## config.mk

```make
export PLATFORM = sky130hd
export DESIGN_NAME = shift_rows_col_feeder_flat
export DESIGN_NICKNAME = d
export VERILOG_FILES = /design/src/rtl/shift_rows_col_feeder_pkg.sv /design/src/rtl/shift_rows_col_feeder_if.sv /design/src/rtl/shift_rows_col_feeder_perm.sv /design/src/rtl/shift_rows_col_feeder.sv /design/src/flat_wrapper.sv
export SDC_FILE = /design/constraint.sdc
export NUM_CORES = 1
export LEC_CHECK = 0
export BUFFER_PORTS_ARGS = -buffer_cell sky130_fd_sc_hd__buf_4
export CELL_PAD_IN_SITES_DETAIL_PLACEMENT = 1
export CELL_PAD_IN_SITES_GLOBAL_PLACEMENT = 2
export CORE_MARGIN = 4
export CORE_UTILIZATION = 37
export CTS_BUF_LIST = sky130_fd_sc_hd__clkbuf_4 sky130_fd_sc_hd__clkbuf_8 sky130_fd_sc_hd__clkbuf_16
export DETAILED_ROUTE_END_ITERATION = 12
export PLACE_DENSITY = 0.85
export SYNTH_ARGS = -nofsm -noshare
export SYNTH_HDL_FRONTEND = slang
export SYNTH_SLANG_ARGS = --single-unit
```

## constraint.sdc

```tcl
create_clock -name clk -period 2.6 [get_ports clk]
set_input_delay 0.13 -clock clk [delete_from_list [all_inputs] [get_ports clk]]
set_output_delay 0.13 -clock clk [all_outputs]
set_load 0.01 [all_outputs]
```

## src/rtl/shift_rows_col_feeder_pkg.sv

```systemverilog
// Shared constants, FSM encoding and byte/column helpers
// for the ShiftRows column feeder.
package shift_rows_col_feeder_pkg;

  localparam int STATE_W = 128;
  localparam int COL_W   = 32;
  localparam int BYTE_W  = 8;

  typedef enum logic {
    ST_IDLE = 1'b0,
    ST_EMIT = 1'b1
  } state_t;

  // LSB position of s(r,c); byte k = 4c+r sits at [127-8k -: 8]
  function automatic int byte_lsb(input int r, input int c);
    return STATE_W - BYTE_W * (4 * c + r) - BYTE_W;
  endfunction

  // Column c of a column-major state, row 0 in the MSBs
  function automatic logic [COL_W-1:0] col_of(
    input logic [STATE_W-1:0] s,
    input logic [1:0]         c
  );
    return s[STATE_W - 1 - COL_W * int'(c) -: COL_W];
  endfunction

endpackage

```

## src/rtl/shift_rows_col_feeder_if.sv

```systemverilog
// Block-in / column-out handshake bundle.
// The feeder takes the slave side.
interface shift_rows_col_feeder_if;
  import shift_rows_col_feeder_pkg::*;

  logic [STATE_W-1:0] in_state;
  logic               in_final;
  logic               in_valid;
  logic               in_ready;
  logic [COL_W-1:0]   out_col;
  logic [1:0]         out_idx;
  logic               out_last;
  logic               out_final;
  logic               out_valid;
  logic               out_ready;

  modport master (
    output in_state, in_final, in_valid, out_ready,
    input  in_ready, out_col, out_idx, out_last,
    input  out_final, out_valid
  );

  modport slave (
    input  in_state, in_final, in_valid, out_ready,
    output in_ready, out_col, out_idx, out_last,
    output out_final, out_valid
  );

endinterface

```

## src/rtl/shift_rows_col_feeder_perm.sv

```systemverilog
// Combinational ShiftRows / InvShiftRows byte permutation
// over a full column-major AES state.
module shift_rows_perm
  import shift_rows_col_feeder_pkg::*;
#(
  parameter bit INVERSE = 1'b0
) (
  input  logic [STATE_W-1:0] state,
  output logic [STATE_W-1:0] shifted
);

  // Row r rotates left by r (encrypt) or right by r (decrypt)
  always_comb begin
    int sc;
    shifted = '0;
    sc = 0;
    for (int c = 0; c < 4; c++) begin
      for (int r = 0; r < 4; r++) begin
        if (INVERSE)
          sc = (c - r + 4) % 4;
        else
          sc = (c + r) % 4;
        shifted[byte_lsb(r, c) +: BYTE_W] =
          state[byte_lsb(r, sc) +: BYTE_W];
      end
    end
  end

endmodule

```

## src/rtl/shift_rows_col_feeder.sv

```systemverilog
// Accepts a 128-bit state, applies (Inv)ShiftRows and
// streams it out one column per cycle toward mix_columns.
module shift_rows_col_feeder
  import shift_rows_col_feeder_pkg::*;
#(
  parameter bit INVERSE = 1'b0
) (
  input logic                    clk,
  input logic                    rst_n,
  shift_rows_col_feeder_if.slave bus
);

  state_t             st;
  logic [1:0]         col;
  logic [STATE_W-1:0] sbuf;
  logic [STATE_W-1:0] shifted;
  logic               in_ready;
  logic               accept;
  logic [COL_W-1:0]   col_q;
  logic [1:0]         idx_q;
  logic               last_q;
  logic               final_q;
  logic               valid_q;

  shift_rows_perm #(
    .INVERSE (INVERSE)
  ) u_perm (
    .state   (bus.in_state),
    .shifted (shifted)
  );

  // Refill allowed while idle or as the last column leaves
  assign in_ready = (st == ST_IDLE) ||
                    (st == ST_EMIT && col == 2'd3 &&
                     bus.out_ready);
  assign accept   = bus.in_valid && in_ready;

  assign bus.in_ready  = in_ready;
  assign bus.out_col   = col_q;
  assign bus.out_idx   = idx_q;
  assign bus.out_last  = last_q;
  assign bus.out_final = final_q;
  assign bus.out_valid = valid_q;

  // Block load, column stepping and registered outputs
  always_ff @(posedge clk or negedge rst_n) begin
    if (!rst_n) begin
      st      <= ST_IDLE;
      col     <= 2'd0;
      sbuf    <= '0;
      col_q   <= '0;
      idx_q   <= 2'd0;
      last_q  <= 1'b0;
      final_q <= 1'b0;
      valid_q <= 1'b0;
    end else if (accept) begin
      st      <= ST_EMIT;
      col     <= 2'd0;
      sbuf    <= shifted;
      col_q   <= col_of(shifted, 2'd0);
      idx_q   <= 2'd0;
      last_q  <= 1'b0;
      final_q <= bus.in_final;
      valid_q <= 1'b1;
    end else if (st == ST_EMIT && bus.out_ready) begin
      if (col == 2'd3) begin
        st      <= ST_IDLE;
        last_q  <= 1'b0;
        valid_q <= 1'b0;
      end else begin
        col    <= col + 2'd1;
        col_q  <= col_of(sbuf, col + 2'd1);
        idx_q  <= col + 2'd1;
        last_q <= (col == 2'd2);
      end
    end
  end

endmodule
```

## src/flat_wrapper.sv

```systemverilog
// flat-port wrapper written by rule: the top's interface ports become plain ports
module shift_rows_col_feeder_flat import shift_rows_col_feeder_pkg::*;
#(
  parameter bit INVERSE = 1'b0
)
  (clk, rst_n, bus_in_state, bus_in_final, bus_in_valid, bus_out_ready, bus_in_ready, bus_out_col, bus_out_idx, bus_out_last, bus_out_final, bus_out_valid);
  shift_rows_col_feeder_if bus_i ();
  input logic clk;
  input logic rst_n;
  input wire logic [$bits(bus_i.in_state)-1:0] bus_in_state;
  input wire logic [$bits(bus_i.in_final)-1:0] bus_in_final;
  input wire logic [$bits(bus_i.in_valid)-1:0] bus_in_valid;
  input wire logic [$bits(bus_i.out_ready)-1:0] bus_out_ready;
  output wire logic [$bits(bus_i.in_ready)-1:0] bus_in_ready;
  output wire logic [$bits(bus_i.out_col)-1:0] bus_out_col;
  output wire logic [$bits(bus_i.out_idx)-1:0] bus_out_idx;
  output wire logic [$bits(bus_i.out_last)-1:0] bus_out_last;
  output wire logic [$bits(bus_i.out_final)-1:0] bus_out_final;
  output wire logic [$bits(bus_i.out_valid)-1:0] bus_out_valid;
  assign bus_i.in_state = bus_in_state;
  assign bus_i.in_final = bus_in_final;
  assign bus_i.in_valid = bus_in_valid;
  assign bus_i.out_ready = bus_out_ready;
  assign bus_in_ready = bus_i.in_ready;
  assign bus_out_col = bus_i.out_col;
  assign bus_out_idx = bus_i.out_idx;
  assign bus_out_last = bus_i.out_last;
  assign bus_out_final = bus_i.out_final;
  assign bus_out_valid = bus_i.out_valid;
  shift_rows_col_feeder #(.INVERSE(INVERSE)) u_core (.clk(clk), .rst_n(rst_n), .bus(bus_i));
endmodule
```

==> results.py, run 1 <==
metrics = {
    "routing": {
        "wl_per_cell_um": 20.4,
        "dr.pass1.iters": 4,
        "drc": 0,
        "postRouteAntennaNets": 0,
        "wirelength_um": 20000,
        "via_count": 4939,
        "vias_per_cell": 5.03,
        "drt_iter0_drc": 165,
    },
    "die": {
        "die-area_um2": 21600,
        "core-area_um2": 18900,
        "start_util_pct": 37.9,
        "die_y_um": 147,
        "rows": 50,
        "ios": 171,
        "die_w_um": 147,
    },
    "power_and_ir_drop": {
        "p_int_mw": 8.17,
        "totalPowerFinal_mw": 11.7,
        "vdd_drop_max_uv": 585,
        "clockPowerShare_pct": 22.8,
        "swShare_pct": 30.2,
        "power_frac_seq_pct": 39.1,
        "p_per_area_nw_per_um2": 1140,
        "comb_power_share_pct": 38.1,
        "leakagePower_nw": 4.93,
        "p_switching_mw": 3.54,
    },
    "place": {
        "place_hpwl_um": 12700,
        "gp_congestion": 0.728,
        "placed_area_um2": 8640,
        "placed_cells": 852,
        "port_buffers": 170,
        "pre_cts_ws_ns": 0.501,
    },
    "timing": {
        "tightest_slew_ns": 0.838,
        "post-route-min-period_ns": 2.05,
        "fin_ws_ns": 0.549,
        "relSlewSlack_pct": 44.2,
        "max_freq_mhz": 488,
        "rsz0062_at_grt": "no",
        "maxSlewViolCount": 0,
        "final.setup.tns_ns": 0,
        "period_share_pct": 78.9,
        "hold_ws_ns": 0.0722,
        "hold_viol_final": 0,
        "setup_viol_count_final": 0,
        "skew_ns": 0.00863,
    },
    "cts": {
        "cts-root-buf": "clkbuf_16",
        "post-cts-setup-buffer-count": 0,
        "cts_sinks": 165,
        "htreeDepth": 4,
        "cts_hold_buf": 98,
        "insertion_delay_ns": 0.42,
        "clock_path_buffers": 2,
        "cts.repair.resized": 0,
        "cts_tree": "done",
        "clkTransAtPathRegs_ns": 0.06,
        "cts_buffers": 17,
    },
    "logic_synthesis": {
        "synth_area_per_cell_um2": 16.1,
        "synth_common_cells": "dfrtp_1, mux2_2, a21o_1, a221o_1, mux4_2",
        "synth-simple-area-share_pct": 3.60,
        "async_flop_share_pct": 100,
        "syn-cell-area_um2": 7160,
        "synth_adder_area_share_pct": 0.350,
        "synth-compound-area-share_pct": 8.43,
        "synth-xor-area-share_pct": 0,
        "synth_edf_count": 0,
        "ys_warn_count": 0,
        "ys.flop_type": "dfrtp_1",
        "ys_seq_elements": 165,
        "synth_nets": 579,
        "synth_mux_area_share_pct": 25.7,
        "yosysMostFrequentCell": "dfrtp_1",
        "synth_top_area_share_pct": 57.7,
        "seq_area_frac_synth_pct": 57.7,
        "ys_types": 25,
        "synth_area_leaders": "dfrtp_1, mux2_2, mux4_2",
        "synth_top_family_by_area": "multiplexers",
        "syn_inst": 444,
        "post-synth-top-area-cell": "dfrtp_1",
    },
    "critical_path": {
        "cp-end-kind": "flip-flop",
        "startpoint_type": "flip-flop",
        "arrival_ns": 2.40,
        "cp_slowest_stage_delay_ns": 0.65,
        "timing_worst_setup_path_type": "reg -> reg",
        "cp_top_family": "compound AO/OA/AOI/OAI gates",
        "cp_max_fo": 24,
        "path_buf_inv": 1,
        "crit_slowest_cell": "o22ai_4",
        "crit_chain": "ha_1, nor2b_1, o22ai_4, buf_4, a221o_1",
        "required_ns": 2.95,
    },
    "grt": {
        "grt_pass1_vias": 5729,
        "grt_max_degree": 76,
        "grt_usage_pct": 18.8,
        "grt_pass1_wl_um": 31600,
        "antenna_found_initial": 1,
        "globalRouteOverflowTotal": 0,
    },
    "cells_and_area": {
        "nets": 844,
        "final-seq-area_um2": 4130,
        "layout-area-overhead-vs-synth_pct": 43.2,
        "fillers": 1854,
        "instances_no_fill": 982,
        "drive_gt1_share_pct": 49.4,
        "finalInstanceArea_um2": 10200,
        "multi_input_area_um2": 2750,
        "fin_util_pct": 54.2,
    },
    "run": {
        "cap_viol_max_count": 0,
    },
    "status": {
        "status": "finished, final reports clean",
    },
    "worst_hold_path": {
        "hp-class": "in -> reg",
    },
}
==> worst min-delay path, stage by stage <==
cell	delay, ns
buf_4	0.07
and3_1	0.16
a21o_1	0.09
==> power by group through the flow <==
stage	clock, mW	combinational, mW	sequential [mW]
2_1_floorplan	0	3.16	4.42
3_3_place_gp	0	4.17	4.51
3_5_place_dp	0	4.39	4.60
4_1_cts	2.75	4.53	4.57
5_1_grt	2.86	4.84	4.71
6_report	2.67	4.46	4.58
==> cell usage in the layout, fill, tap and decap left out <==
master	netlist	routed
o22ai_4	0	1
and3_1	23	23
nand2b_1	1	1
clkinv_2	0	1
a21o_1	32	32
nor2b_1	2	2
dfrtp_1	165	164
buf_12	0	4
clkbuf_16	0	17
mux4_1	3	3
nor3b_4	0	1
bufinv_16	0	4
mux4_2	29	29
a221o_1	32	32
nand2_4	0	1
inv_1	3	3
nor2_1	1	1
a31oi_1	1	1
inv_6	0	3
dlygate4sd3_1	0	98
o21ai_0	1	1
nand2_1	3	2
buf_6	13	1
ha_2	0	1
ha_1	2	1
clkinv_4	0	3
diode_2	0	1
clkinvlp_4	0	3
a21bo_2	1	1
dfrtp_2	0	1
and3_2	9	9
mux2_2	98	98
a22o_1	1	1
buf_4	2	178
==> area by class of cell <==
type,count,area share (%)
diodes,1,0.0244
clock buffers,17,4.15
flip-flops and latches,165,40.3
repair buffers,281,23.5
clock inverters,14,1.95
multi-input cells,241,26.8
inverters,3,0.110
well taps,260,3.17
==> flip-flops by register name, summed over array words and instances (netlist names) <==
| register | count |
|---|---|
| u_core.bus.out_final | 1 |
| u_core.bus.out_valid | 1 |
| u_core.col | 2 |
| u_core.sbuf | 128 |
| u_core.bus.out_col | 32 |
| u_core.bus.out_last | 1 |
==> routing by layer <==
metal  up-vias  wire, µm  GRT usage (%)
li1       2237         -              -
met3        16       935           4.75
met2       120     11000           34.9
met4         0       191           4.33
met1      2566      7910           21.7
met5         -         0              0
==> worst paths after layout <==
check                                                  start                                 end  slack, ns  cells past startpoint
worst max register to register     u_core.col[1]$_DFFE_PN0P_  u_core.bus.out_col[20]$_DFFE_PN0P_       0.55                      5
max in group asynchronous                              rst_n         u_core.sbuf[83]$_DFFE_PN0P_       1.59                      3
worst min-delay path                       bus_in_state[125]        u_core.sbuf[125]$_DFFE_PN0P_       0.07                      3
worst max-delay path               u_core.col[1]$_DFFE_PN0P_  u_core.bus.out_col[20]$_DFFE_PN0P_       0.55                      5
min in group asynchronous                              rst_n         u_core.sbuf[34]$_DFFE_PN0P_       0.27                      2
worst min register to register  u_core.sbuf[121]$_DFFE_PN0P_        u_core.sbuf[121]$_DFFE_PN0P_       0.48                      1
==> cell families (layout without fill, tap and decap cells) <==
group / count (synthesis) / count (layout)
flops: 165 / 165
other cells: 0 / 1
compound gates: 69 / 69
fa+ha+maj: 2 / 2
buf+inv: 38 / 315
mux: 130 / 130
simple gates: 40 / 40
(Power assumes the default switching activity.)
==> run 2, diff against run 1 <==
==> constraint.sdc (replaced) <==
create_clock -name clk -period 2 [get_ports clk]
set_input_delay 0.1 -clock clk [delete_from_list [all_inputs] [get_ports clk]]
set_output_delay 0.1 -clock clk [all_outputs]
set_load 0.01 [all_outputs]
==> run 2 against run 1 <==
  * Register-to-register slack got worse by 0.42 ns
  * Utilization rose by 0.12 points
  * Non-clock buffer count rose by 4
  * Largest cell class unchanged
  * Sequential power rose by 30%
  * Clock skew barely moved
  * Combinational power rose by 35%
  * Sequential share of layout area fell by 0.088 points
==> results.py, run 2 (same netlist as run 1, synthesis figures left out) <==
metrics = {
    "grt": {
        "antenna_found_initial": 0,
        "grt_usage_pct": 19.8,
        "grt_max_degree": 67,
        "grt_pass1_wl_um": 33300,
        "grt_pass1_vias": 5917,
        "globalRouteOverflowTotal": 0,
    },
    "power_and_ir_drop": {
        "leakagePower_nw": 4.94,
        "p_per_area_nw_per_um2": 1480,
        "p_int_mw": 10.5,
        "comb_power_share_pct": 39.8,
        "vdd_drop_max_uv": 708,
        "swShare_pct": 30.9,
        "clockPowerShare_pct": 21.0,
        "totalPowerFinal_mw": 15.2,
        "p_switching_mw": 4.68,
        "power_frac_seq_pct": 39.3,
    },
    "cts": {
        "post-cts-setup-buffer-count": 0,
        "cts_tree": "done",
        "cts_hold_buf": 98,
        "cts-root-buf": "clkbuf_16",
        "clock_path_buffers": 2,
        "cts_buffers": 17,
        "insertion_delay_ns": 0.42,
        "cts.repair.resized": 0,
        "cts_sinks": 165,
        "clkTransAtPathRegs_ns": 0.07,
        "htreeDepth": 4,
    },
    "routing": {
        "drc": 0,
        "dr.pass1.iters": 4,
        "drt_iter0_drc": 269,
        "wl_per_cell_um": 21.3,
        "postRouteAntennaNets": 0,
        "wirelength_um": 21000,
        "via_count": 5057,
        "vias_per_cell": 5.13,
    },
    "cells_and_area": {
        "layout-area-overhead-vs-synth_pct": 43.5,
        "final_cell_mix": "buf_4, dfrtp_1, mux2_2, dlygate4sd3_1",
        "finalInstanceArea_um2": 10300,
        "mostFrequentLayoutCell": "buf_4",
        "multi_input_area_um2": 2750,
        "fillers": 1833,
        "nets": 848,
        "instances_no_fill": 986,
        "drive_gt1_share_pct": 49.9,
        "final-seq-area_um2": 4130,
        "largest_reg_flops": 128,
        "diodes": 0,
        "regMostFlops": "u_core.sbuf",
        "fin_util_pct": 54.4,
    },
    "critical_path": {
        "cp-startpoint": "u_core.col[0]$_DFFE_PN0P_",
        "timing_worst_setup_path_type": "reg -> out",
        "cp_max_fo": 34,
        "cp_common_cell": "buf_4",
        "cp_slowest_stage_delay_ns": 0.45,
        "cp-end-kind": "output port",
        "r2r_slack_ns": 0.13,
        "crit_slowest_cell": "dfrtp_2",
        "endpoint": "bus_in_ready",
        "arrival_ns": 1.80,
        "r2r_cells": 5,
        "r2r_end": "u_core.sbuf[86]$_DFFE_PN0P_",
        "crit_chain": "ha_1, a21bo_2, buf_4, buf_4",
        "required_ns": 1.90,
        "r2r_start": "u_core.col[0]$_DFFE_PN0P_",
        "startpoint_type": "flip-flop",
    },
    "place": {
        "placed_cells": 856,
        "port_buffers": 170,
        "gp_congestion": 0.742,
        "place_hpwl_um": 12700,
        "placed_area_um2": 8720,
        "pre_cts_ws_ns": 0.154,
    },
    "status": {
        "status": "finished, final reports clean",
    },
    "timing": {
        "period_share_pct": 94.8,
        "post-route-min-period_ns": 1.90,
        "skew_ns": 0.00898,
        "hold_viol_final": 0,
        "maxSlewViolCount": 0,
        "relSlewSlack_pct": 74.8,
        "max_freq_mhz": 527,
        "setup_viol_count_final": 0,
        "fin_ws_ns": 0.103,
        "tightest_slew_ns": 0.378,
        "rsz0062_at_grt": "no",
    },
    "run": {
        "cap_viol_max_count": 0,
    },
    "die": {
        "die_y_um": 147,
        "rows": 50,
        "start_util_pct": 37.9,
        "die-area_um2": 21600,
        "die_w_um": 147,
        "ios": 171,
        "core-area_um2": 18900,
    },
    "worst_hold_path": {
        "hp-class": "in -> reg",
    },
}
==> run 2: critical path, delay by kind of cell, from the launching register on <==
family | cells | cell delay, ns
compound gates | 1 | 0.24
fa+ha+maj | 1 | 0.22
buf+inv | 2 | 0.46
flops | 1 | 0.45
==> run 2: through the flow <==
step           hold WS (ns)  setup TNS, ns
2_1_floorplan        -0.196        -0.0117
3_3_place_gp        0.00812              0
3_5_place_dp        0.00518              0
4_1_cts              0.0162              0
5_1_grt              0.0231              0
6_report             0.0396              0
==> run 2: how the worst min path moves through the flow <==
stage                      from                                end  slack (ns)  depth (start not counted)
2_1_floorplan             rst_n  u_core.bus.out_col[0]$_DFFE_PN0P_       -0.20                          0
3_3_place_gp              rst_n   u_core.bus.out_final$_DFFE_PN0P_       0.008                          1
3_5_place_dp              rst_n         u_core.sbuf[2]$_DFFE_PN0P_       0.005                          1
4_1_cts         bus_in_state[7]       u_core.sbuf[103]$_DFFE_PN0P_        0.02                          3
5_1_grt        bus_in_state[86]       u_core.sbuf[118]$_DFFE_PN0P_        0.02                          3
6_report        bus_in_state[7]       u_core.sbuf[103]$_DFFE_PN0P_        0.04                          3
==> run 2: final cells by class <==
type | count | area share [%]
sequential | 165 | 40.2
timing repair buffer | 285 | 24.2
clock inverter | 13 | 1.21
clock buffer | 19 | 4.35
multi-input combinational | 241 | 26.7
tap | 260 | 3.17
inverter | 3 | 0.110
==> run 2: metal layers <==
| layer | up-vias | GRT usage (%) | wire length, µm | part of all wire, % |
|---|---|---|---|---|
| met4 | 0 | 5.68 | 283 | 1.3 |
| met5 | - | 0 | 0 | 0 |
| met1 | 2674 | 23.9 | 8100 | 39 |
| met2 | 127 | 35.4 | 11700 | 56 |
| li1 | 2238 | - | - | - |
| met3 | 18 | 4.66 | 895 | 4.3 |
==> run 2: power groups by stage <==
stage | Clock, mW | Combinational (mW) | Sequential [mW]
2_1_floorplan | 0 | 4.17 | 5.75
3_3_place_gp | 0 | 5.68 | 5.84
3_5_place_dp | 0 | 5.93 | 5.96
4_1_cts | 3.24 | 6.11 | 5.92
5_1_grt | 3.43 | 6.50 | 6.11
6_report | 3.18 | 6.03 | 5.95
